<file path="config.mk">
export PLATFORM = sky130hd
export DESIGN_NAME = axil_master_arb_flat
export DESIGN_NICKNAME = d
export VERILOG_FILES = /design/src/rtl/axil_pkg.sv /design/src/rtl/axil_master_arb_if.sv /design/src/rtl/axil_master_arb_rr_arbiter.sv /design/src/rtl/axil_master_arb.sv /design/src/flat_wrapper.sv
export SDC_FILE = /design/constraint.sdc
export NUM_CORES = 1
export LEC_CHECK = 0
export CORE_AREA = 2 2 129 131
export DETAILED_ROUTE_END_ITERATION = 8
export DIE_AREA = 0 0 131 133
export PLACE_DENSITY = 0.82
export RECOVER_POWER = 25
export SYNTH_ARGS = -nofsm -noshare
export SYNTH_HDL_FRONTEND = slang
export SYNTH_SLANG_ARGS = --single-unit
</file>
<file path="constraint.sdc">
create_clock -name axil_aclk -period 7.1 [get_ports axil_aclk]
set_input_delay 1.065 -clock axil_aclk [delete_from_list [all_inputs] [get_ports axil_aclk]]
set_output_delay 1.065 -clock axil_aclk [all_outputs]
set_load 0.02 [all_outputs]
</file>
<file path="src/rtl/axil_pkg.sv">
// Shared AXI-Lite master package.
// FSM encodings, response codes, clog2.
package axil_pkg;

  typedef enum logic [3:0] {
    ST_IDLE = 4'b0001,
    ST_ADDR = 4'b0010,
    ST_RESP = 4'b0100,
    ST_DONE = 4'b1000
  } state_e;

  localparam logic [1:0] RESP_OKAY   = 2'b00;
  localparam logic [1:0] RESP_EXOKAY = 2'b01;
  localparam logic [1:0] RESP_SLVERR = 2'b10;
  localparam logic [1:0] RESP_DECERR = 2'b11;

  function automatic int clog2(input int v);
    int r;
    r = 0;
    while ((1 << r) < v) r++;
    return r;
  endfunction

endpackage

</file>
<file path="src/rtl/axil_master_arb_if.sv">
// AXI-Lite bus bundle.
// master drives addr/data/valid, slave drives ready/resp.
interface axil_if #(
  parameter int ADDR_WIDTH = 12,
  parameter int DATA_WIDTH = 32
);
  logic [ADDR_WIDTH-1:0]   awaddr;
  logic                    awvalid;
  logic                    awready;
  logic [DATA_WIDTH-1:0]   wdata;
  logic [DATA_WIDTH/8-1:0] wstrb;
  logic                    wvalid;
  logic                    wready;
  logic [1:0]              bresp;
  logic                    bvalid;
  logic                    bready;
  logic [ADDR_WIDTH-1:0]   araddr;
  logic                    arvalid;
  logic                    arready;
  logic [DATA_WIDTH-1:0]   rdata;
  logic [1:0]              rresp;
  logic                    rvalid;
  logic                    rready;

  modport master (
    output awaddr, awvalid, wdata, wstrb, wvalid,
    output bready, araddr, arvalid, rready,
    input  awready, wready, bresp, bvalid,
    input  arready, rdata, rresp, rvalid
  );

  modport slave (
    input  awaddr, awvalid, wdata, wstrb, wvalid,
    input  bready, araddr, arvalid, rready,
    output awready, wready, bresp, bvalid,
    output arready, rdata, rresp, rvalid
  );
endinterface

</file>
<file path="src/rtl/axil_master_arb_rr_arbiter.sv">
// Combinational round-robin picker.
// Searches from ptr+1 with wrap; one-hot + index.
module rr_arbiter
  import axil_pkg::*;
#(
  parameter  int N  = 4,
  localparam int IW = clog2(N)
) (
  input  logic [N-1:0]  req_i,
  input  logic [IW-1:0] ptr_i,
  output logic [N-1:0]  gnt_o,
  output logic [IW-1:0] idx_o,
  output logic          any_o
);

  logic [IW-1:0] j;

  // first requester after the pointer wins
  always_comb begin
    gnt_o = '0;
    idx_o = '0;
    any_o = 1'b0;
    j     = '0;
    for (int k = 1; k <= N; k++) begin
      j = IW'((int'(ptr_i) + k) % N);
      if (!any_o && req_i[j]) begin
        any_o    = 1'b1;
        gnt_o[j] = 1'b1;
        idx_o    = j;
      end
    end
  end

endmodule

</file>
<file path="src/rtl/axil_master_arb.sv">
// Round-robin sequencer sharing one AXI-Lite master.
// One transaction in flight; timeout aborts hung slaves.
module axil_master_arb
  import axil_pkg::*;
#(
  parameter  int NUM_REQ     = 4,
  parameter  int ADDR_WIDTH  = 12,
  parameter  int DATA_WIDTH  = 32,
  parameter  int TIMEOUT_CYC = 255,
  localparam int IW = clog2(NUM_REQ),
  localparam int TW = clog2(TIMEOUT_CYC + 1) + 1,
  localparam int SW = DATA_WIDTH / 8
) (
  input  logic                           axil_aclk,
  input  logic                           axil_aresetn,
  input  logic [NUM_REQ-1:0]             req_valid,
  input  logic [NUM_REQ-1:0]             req_write,
  input  logic [NUM_REQ*ADDR_WIDTH-1:0]  req_addr,
  input  logic [NUM_REQ*DATA_WIDTH-1:0]  req_wdata,
  output logic [NUM_REQ-1:0]             req_ack,
  output logic [DATA_WIDTH-1:0]          rsp_rdata,
  output logic                           rsp_err,
  output logic                           busy,
  output logic [IW-1:0]                  grant_id,
  axil_if.master                         m_axil
);

  state_e                  state_q, state_d;
  logic [IW-1:0]           ptr_q, ptr_d;
  logic [IW-1:0]           gid_q, gid_d;
  logic [NUM_REQ-1:0]      gnt_q, gnt_d;
  logic                    wr_q, wr_d;
  logic [ADDR_WIDTH-1:0]   addr_q, addr_d;
  logic [DATA_WIDTH-1:0]   wdata_q, wdata_d;
  logic                    awv_q, awv_d;
  logic                    wv_q, wv_d;
  logic                    arv_q, arv_d;
  logic                    brdy_q, brdy_d;
  logic                    rrdy_q, rrdy_d;
  logic [NUM_REQ-1:0]      ack_q, ack_d;
  logic [DATA_WIDTH-1:0]   rdata_q, rdata_d;
  logic                    err_q, err_d;
  logic                    busy_q, busy_d;
  logic [TW-1:0]           tcnt_q, tcnt_d;

  logic [NUM_REQ-1:0]      arb_gnt;
  logic [IW-1:0]           arb_idx;
  logic                    arb_any;
  logic                    aw_ok;
  logic                    w_ok;
  logic                    tmo;

  rr_arbiter #(.N(NUM_REQ)) u_arb (
    .req_i (req_valid),
    .ptr_i (ptr_q),
    .gnt_o (arb_gnt),
    .idx_o (arb_idx),
    .any_o (arb_any)
  );

  assign aw_ok = !awv_q || m_axil.awready;
  assign w_ok  = !wv_q || m_axil.wready;
  assign tmo   = (TIMEOUT_CYC != 0) &&
                 (tcnt_q >= TW'(TIMEOUT_CYC - 1));

  // next-state, handshake and completion logic
  always_comb begin
    state_d = state_q;
    ptr_d   = ptr_q;
    gid_d   = gid_q;
    gnt_d   = gnt_q;
    wr_d    = wr_q;
    addr_d  = addr_q;
    wdata_d = wdata_q;
    awv_d   = awv_q;
    wv_d    = wv_q;
    arv_d   = arv_q;
    brdy_d  = brdy_q;
    rrdy_d  = rrdy_q;
    busy_d  = busy_q;
    ack_d   = '0;
    rdata_d = '0;
    err_d   = 1'b0;
    tcnt_d  = '0;
    unique case (state_q)
      ST_IDLE: begin
        if (arb_any) begin
          gid_d   = arb_idx;
          gnt_d   = arb_gnt;
          wr_d    = req_write[arb_idx];
          addr_d  = req_addr[int'(arb_idx)*ADDR_WIDTH +: ADDR_WIDTH];
          wdata_d = req_wdata[int'(arb_idx)*DATA_WIDTH +: DATA_WIDTH];
          awv_d   = req_write[arb_idx];
          wv_d    = req_write[arb_idx];
          arv_d   = !req_write[arb_idx];
          busy_d  = 1'b1;
          state_d = ST_ADDR;
        end
      end
      ST_ADDR: begin
        tcnt_d = (TIMEOUT_CYC == 0) ? '0 : tcnt_q + 1'b1;
        if (wr_q) begin
          awv_d = awv_q && !m_axil.awready;
          wv_d  = wv_q && !m_axil.wready;
          if (aw_ok && w_ok) begin
            brdy_d  = 1'b1;
            state_d = ST_RESP;
          end
        end else begin
          arv_d = arv_q && !m_axil.arready;
          if (m_axil.arready) begin
            rrdy_d  = 1'b1;
            state_d = ST_RESP;
          end
        end
        if (tmo && state_d == ST_ADDR) begin
          awv_d   = 1'b0;
          wv_d    = 1'b0;
          arv_d   = 1'b0;
          ack_d   = gnt_q;
          err_d   = 1'b1;
          state_d = ST_DONE;
        end
      end
      ST_RESP: begin
        tcnt_d = (TIMEOUT_CYC == 0) ? '0 : tcnt_q + 1'b1;
        if (wr_q && m_axil.bvalid) begin
          brdy_d  = 1'b0;
          ack_d   = gnt_q;
          err_d   = m_axil.bresp != RESP_OKAY;
          state_d = ST_DONE;
        end else if (!wr_q && m_axil.rvalid) begin
          rrdy_d  = 1'b0;
          ack_d   = gnt_q;
          rdata_d = m_axil.rdata;
          err_d   = m_axil.rresp != RESP_OKAY;
          state_d = ST_DONE;
        end else if (tmo) begin
          brdy_d  = 1'b0;
          rrdy_d  = 1'b0;
          ack_d   = gnt_q;
          err_d   = 1'b1;
          state_d = ST_DONE;
        end
      end
      ST_DONE: begin
        ptr_d   = gid_q;
        busy_d  = 1'b0;
        state_d = ST_IDLE;
      end
      default: state_d = ST_IDLE;
    endcase
  end

  // state and registered outputs
  always_ff @(posedge axil_aclk or negedge axil_aresetn) begin
    if (!axil_aresetn) begin
      state_q <= ST_IDLE;
      ptr_q   <= IW'(NUM_REQ - 1);
      gid_q   <= '0;
      gnt_q   <= '0;
      wr_q    <= 1'b0;
      addr_q  <= '0;
      wdata_q <= '0;
      awv_q   <= 1'b0;
      wv_q    <= 1'b0;
      arv_q   <= 1'b0;
      brdy_q  <= 1'b0;
      rrdy_q  <= 1'b0;
      ack_q   <= '0;
      rdata_q <= '0;
      err_q   <= 1'b0;
      busy_q  <= 1'b0;
      tcnt_q  <= '0;
    end else begin
      state_q <= state_d;
      ptr_q   <= ptr_d;
      gid_q   <= gid_d;
      gnt_q   <= gnt_d;
      wr_q    <= wr_d;
      addr_q  <= addr_d;
      wdata_q <= wdata_d;
      awv_q   <= awv_d;
      wv_q    <= wv_d;
      arv_q   <= arv_d;
      brdy_q  <= brdy_d;
      rrdy_q  <= rrdy_d;
      ack_q   <= ack_d;
      rdata_q <= rdata_d;
      err_q   <= err_d;
      busy_q  <= busy_d;
      tcnt_q  <= tcnt_d;
    end
  end

  assign m_axil.awaddr  = addr_q;
  assign m_axil.awvalid = awv_q;
  assign m_axil.wdata   = wdata_q;
  assign m_axil.wstrb   = {SW{wv_q}};
  assign m_axil.wvalid  = wv_q;
  assign m_axil.bready  = brdy_q;
  assign m_axil.araddr  = addr_q;
  assign m_axil.arvalid = arv_q;
  assign m_axil.rready  = rrdy_q;

  assign req_ack   = ack_q;
  assign rsp_rdata = rdata_q;
  assign rsp_err   = err_q;
  assign busy      = busy_q;
  assign grant_id  = gid_q;

endmodule

</file>
<file path="src/flat_wrapper.sv">
// flat-port wrapper written by rule: the top's interface ports become plain ports
module axil_master_arb_flat import axil_pkg::*;
#(
  parameter  int NUM_REQ     = 4,
  parameter  int ADDR_WIDTH  = 12,
  parameter  int DATA_WIDTH  = 32,
  parameter  int TIMEOUT_CYC = 255,
  localparam int IW = clog2(NUM_REQ),
  localparam int TW = clog2(TIMEOUT_CYC + 1) + 1,
  localparam int SW = DATA_WIDTH / 8
)
  (axil_aclk, axil_aresetn, req_valid, req_write, req_addr, req_wdata, req_ack, rsp_rdata, rsp_err, busy, grant_id, m_axil_awaddr, m_axil_awvalid, m_axil_wdata, m_axil_wstrb, m_axil_wvalid, m_axil_bready, m_axil_araddr, m_axil_arvalid, m_axil_rready, m_axil_awready, m_axil_wready, m_axil_bresp, m_axil_bvalid, m_axil_arready, m_axil_rdata, m_axil_rresp, m_axil_rvalid);
  axil_if #(.ADDR_WIDTH(ADDR_WIDTH), .DATA_WIDTH(DATA_WIDTH)) m_axil_i ();
  input  logic axil_aclk;
  input  logic axil_aresetn;
  input  logic [NUM_REQ-1:0] req_valid;
  input  logic [NUM_REQ-1:0] req_write;
  input  logic [NUM_REQ*ADDR_WIDTH-1:0] req_addr;
  input  logic [NUM_REQ*DATA_WIDTH-1:0] req_wdata;
  output logic [NUM_REQ-1:0] req_ack;
  output logic [DATA_WIDTH-1:0] rsp_rdata;
  output logic rsp_err;
  output logic busy;
  output logic [IW-1:0] grant_id;
  output wire logic [$bits(m_axil_i.awaddr)-1:0] m_axil_awaddr;
  output wire logic [$bits(m_axil_i.awvalid)-1:0] m_axil_awvalid;
  output wire logic [$bits(m_axil_i.wdata)-1:0] m_axil_wdata;
  output wire logic [$bits(m_axil_i.wstrb)-1:0] m_axil_wstrb;
  output wire logic [$bits(m_axil_i.wvalid)-1:0] m_axil_wvalid;
  output wire logic [$bits(m_axil_i.bready)-1:0] m_axil_bready;
  output wire logic [$bits(m_axil_i.araddr)-1:0] m_axil_araddr;
  output wire logic [$bits(m_axil_i.arvalid)-1:0] m_axil_arvalid;
  output wire logic [$bits(m_axil_i.rready)-1:0] m_axil_rready;
  input wire logic [$bits(m_axil_i.awready)-1:0] m_axil_awready;
  input wire logic [$bits(m_axil_i.wready)-1:0] m_axil_wready;
  input wire logic [$bits(m_axil_i.bresp)-1:0] m_axil_bresp;
  input wire logic [$bits(m_axil_i.bvalid)-1:0] m_axil_bvalid;
  input wire logic [$bits(m_axil_i.arready)-1:0] m_axil_arready;
  input wire logic [$bits(m_axil_i.rdata)-1:0] m_axil_rdata;
  input wire logic [$bits(m_axil_i.rresp)-1:0] m_axil_rresp;
  input wire logic [$bits(m_axil_i.rvalid)-1:0] m_axil_rvalid;
  assign m_axil_awaddr = m_axil_i.awaddr;
  assign m_axil_awvalid = m_axil_i.awvalid;
  assign m_axil_wdata = m_axil_i.wdata;
  assign m_axil_wstrb = m_axil_i.wstrb;
  assign m_axil_wvalid = m_axil_i.wvalid;
  assign m_axil_bready = m_axil_i.bready;
  assign m_axil_araddr = m_axil_i.araddr;
  assign m_axil_arvalid = m_axil_i.arvalid;
  assign m_axil_rready = m_axil_i.rready;
  assign m_axil_i.awready = m_axil_awready;
  assign m_axil_i.wready = m_axil_wready;
  assign m_axil_i.bresp = m_axil_bresp;
  assign m_axil_i.bvalid = m_axil_bvalid;
  assign m_axil_i.arready = m_axil_arready;
  assign m_axil_i.rdata = m_axil_rdata;
  assign m_axil_i.rresp = m_axil_rresp;
  assign m_axil_i.rvalid = m_axil_rvalid;
  axil_master_arb #(.NUM_REQ(NUM_REQ), .ADDR_WIDTH(ADDR_WIDTH), .DATA_WIDTH(DATA_WIDTH), .TIMEOUT_CYC(TIMEOUT_CYC)) u_core (.axil_aclk(axil_aclk), .axil_aresetn(axil_aresetn), .req_valid(req_valid), .req_write(req_write), .req_addr(req_addr), .req_wdata(req_wdata), .req_ack(req_ack), .rsp_rdata(rsp_rdata), .rsp_err(rsp_err), .busy(busy), .grant_id(grant_id), .m_axil(m_axil_i));
endmodule
</file>
==> run_results.csv <==
group,metric,value,unit
finish,multiInputGateArea,0.003403,mm2
routing,finalWirelength,23.42,mm
routing,firstDrtPassIters,6,
routing,wl_per_cell,20.05,um
logic_synthesis,synth_edf_count,0,
logic_synthesis,ys_types,53,
floorplanning,start_util,40.52,%
logic_synthesis,synth-seq-area-share,41.68,%
timing,max-slew-margin-rel,-64.05,%
floorplanning,core,0.01617,mm2
routing,via_count,6693,
worst_setup_path,crit_required,7.29,ns
floorplanning,ioPinCount,332,
finish,final-seq-area,0.002731,mm2
worst_setup_path,worst-setup-path-type,"primary input to flop",
worst_setup_path,regToRegEndpoint,"u_core.m_axil.wdata[15]",
logic_synthesis,syn-cell-area,0.006553,mm2
clocking,cts_made_buffers,9,
clocking,cts_hold_buf,0,
place,io_buffers,331,
clocking,cts-root-buf,"clkbuf_16",
global_routing,grt_pass1_wl,35.63,mm
worst_setup_path,critical_path_arrival,4.43,ns
routing,drt-initial-drc-count,408,
timing,setup_viol_count_final,0,
logic_synthesis,synthMostInstantiatedCell,"dfrtp_1",
global_routing,first_global_vias,6461,
worst_setup_path,r2r_slack,3.07,ns
clocking,cts.sinks,109,
timing,tightest_slew,2.461,ns
floorplanning,fp.dieW,131,um
routing,top_layer_used,"met4",
routing,route.met3.wl,2.316,mm
worst_setup_path,startpoint_type,"primary input",
place,post-dp-hpwl,16.79,mm
timing,fin_skew,0.007377,ns
timing,fin_crit,4.243,ns
logic_synthesis,synth_fp_nets,894,
logic_synthesis,synthTopCellsByCount,"dfrtp_1, o221ai_1, nand2_1",
global_routing,grt_max_degree,90,
logic_synthesis,async_flop_share,100.0,%
floorplanning,die_area,0.01742,mm2
clocking,cts_tree,"done",
run_status,violations,"max-capacitance violations, max-slew violations",
power_and_ir_drop,peakVddDrop,0.0003366,V
timing,slew_violations,46,
logic_synthesis,ys.flop_type,"dfrtp_1",
finish,fin_util,62.49,%
global_routing,antenna_found_initial,3,
job,cap_violations,1,
routing,ant_nets,0,
routing,wl_met1,8.861,mm
clocking,clock_path_buffers,2,
logic_synthesis,ys_seq_elements,109,
worst_setup_path,crit_path_end_kind,"flop",
finish,fillers,1343,
finish,layout.nets,1177,
timing,rsz0062_at_grt,"false",
hold_path,worstHoldStart,"u_core.gnt_q[0]",
run_status,outcome,"complete, but fails checks",
finish,syn_to_final_growth,54.23,%
timing,tns,0,ns
logic_synthesis,synth_largest_area_cell,"dfrtp_1",
logic_synthesis,synth.top_cell.area_share,40.48,%
clocking,cts_setup_buffers,0,
power_and_ir_drop,power_density,409.4,mW/mm2
global_routing,overflow,0,
timing,max_freq,0.2357,GHz
hold_path,hold_end,"u_core.gnt_q[0]",
hold_path,min_path_cells,2,
worst_setup_path,path_max_fanout,32,
routing,drc,0,
routing,viasPerCell,5.730,
routing,wl_met2,11.61,mm
place,gp_congestion,0.8463,
worst_setup_path,rr_worst_depth,9,
power_and_ir_drop,leakagePower,4.128,nW
logic_synthesis,synthTopCellsByArea,"dfrtp_1, o221ai_1, mux2i_1",
floorplanning,die_h,133,um
logic_synthesis,syn-instance-count,657,
global_routing,grt_use_total,26.36,%
logic_synthesis,synth.avg_cell_area,9.973,um2
finish,final_layout_size_suffix_gt1_share,4.339,%
timing,post-route-period-util,59.75,%
clocking,clkLatencyLatePin,0.35,ns
clocking,clk_pin_slew,0.08,ns
timing,hold_violations,0,
hold_path,worstHoldPathType,"flop to flop",
clocking,cts-resized-gates,0,
worst_setup_path,r2r_start,"u_core.ptr_q[0]",
floorplanning,row_count,47,
logic_synthesis,yosys_warnings,0,
clocking,h-tree-depth,3,
worst max path at each step:
stage                    start                 endpoint  slack, ns  cells after the start
4_1_cts           req_valid[0]   u_core.m_axil.wdata[4]       2.85                      8
3_5_place_dp      req_valid[0]     u_core.m_axil.wvalid       2.51                      7
6_report          req_valid[0]   u_core.m_axil.wdata[4]       2.86                      8
5_1_grt           req_valid[0]   u_core.m_axil.wdata[5]       2.69                      8
3_3_place_gp      req_valid[0]     u_core.m_axil.wvalid       2.64                      7
2_1_floorplan  u_core.ptr_q[0]  u_core.m_axil.wdata[15]       4.23                     12
cells in the final DEF (no fill, tap or decap), types with 3 or more instances in the layout:
master             n
a211oi_1          48
a21oi_1            6
a221oi_1           6
a22oi_1            4
and2_1             6
and3_1            32
buf_4             10
clkbuf_1           3
clkbuf_16          9
clkdlybuf4s50_1  330
dfrtp_1          106
diode_2            3
ha_1              10
inv_1              4
mux2i_1           48
mux4_2             4
nand2_1           63
nand2b_1           5
nand3_1           10
nor2_1            29
nor2b_1           48
o21ai_0           24
o21ai_4            3
o221ai_1          88
xnor2_1            3
xor2_1             3
registers in the layout, summed over array words and instances, names as in the netlist, 2 cells and up:
name,cells
u_core.rsp_rdata,32
u_core.m_axil.araddr,12
u_core.m_axil.wdata,32
u_core.grant_id,2
u_core.ptr_q,2
u_core.state_q,4
u_core.req_ack,4
u_core.tcnt_q,9
u_core.gnt_q,4
stage by stage:
| step | setup slack [ns] | total power, mW | instances | hold slack, ns | area (um2) |
|---|---|---|---|---|---|
| floorplan | 4.233 | 2.878 | 657 | 0.4418 | 6553 |
| global placement | 2.642 | 3.597 | 1149 | 0.4561 | 9828 |
| detailed placement | 2.512 | 3.651 | 1149 | 0.4665 | 9828 |
| CTS | 2.855 | 4.163 | 1165 | 0.4844 | 10110 |
| global route | 2.686 | 4.424 | 1167 | 0.5108 | 10100 |
| finish | 2.857 | 4.137 | 1168 | 0.4755 | 10110 |
cell type report:
class	count	area share [%]
Timing Repair Buffer	342	33.50
Sequential cell	109	27.03
Clock buffer	10	2.266
Clock inverter	6	0.5448
Tap cell	220	2.724
Inverter	5	0.1857
Multi-Input combinational cell	473	33.68
Antenna cell	3	0.07429
metal layers:
| metal | global-route usage [%] | vias to the layer above |
|---|---|---|
| li1 | - | 3065 |
| met1 | 32.26 | 3248 |
| met2 | 44.44 | 338 |
| met3 | 7.157 | 42 |
| met4 | 8.983 | 0 |
| met5 | 0 | - |
critical path, cell delays in order:
cell and delay [ns]:
clkdlybuf4s50_1 0.54, nor4_1 0.57, nand2b_2 0.63, buf_4 0.47, and2b_1 0.48, buf_4 0.35
o221ai_1 0.12, o221ai_1 0.17
cell families (layout without fill, tap and decap cells):
| kind of cell | after synthesis | in the layout | share of synthesized area [%] |
|---|---|---|---|
| simple gates | 212 | 212 | 17.03 |
| compound gates | 193 | 193 | 23.22 |
| flops | 109 | 109 | 41.68 |
| buf+inv | 75 | 363 | 6.645 |
| mux | 52 | 52 | 8.707 |
| fa+ha+maj | 10 | 10 | 1.909 |
| xor+xnor | 6 | 6 | 0.8021 |
| other cells | 0 | 3 | 0 |
report_power, final:
group / internal, mW / switching [mW]
registers: 0.808 / 0.155
clock network: 0.246 / 0.251
logic: 1.15 / 1.52
total: 2.21 / 1.93
Power figures use the tool's default switching activity.
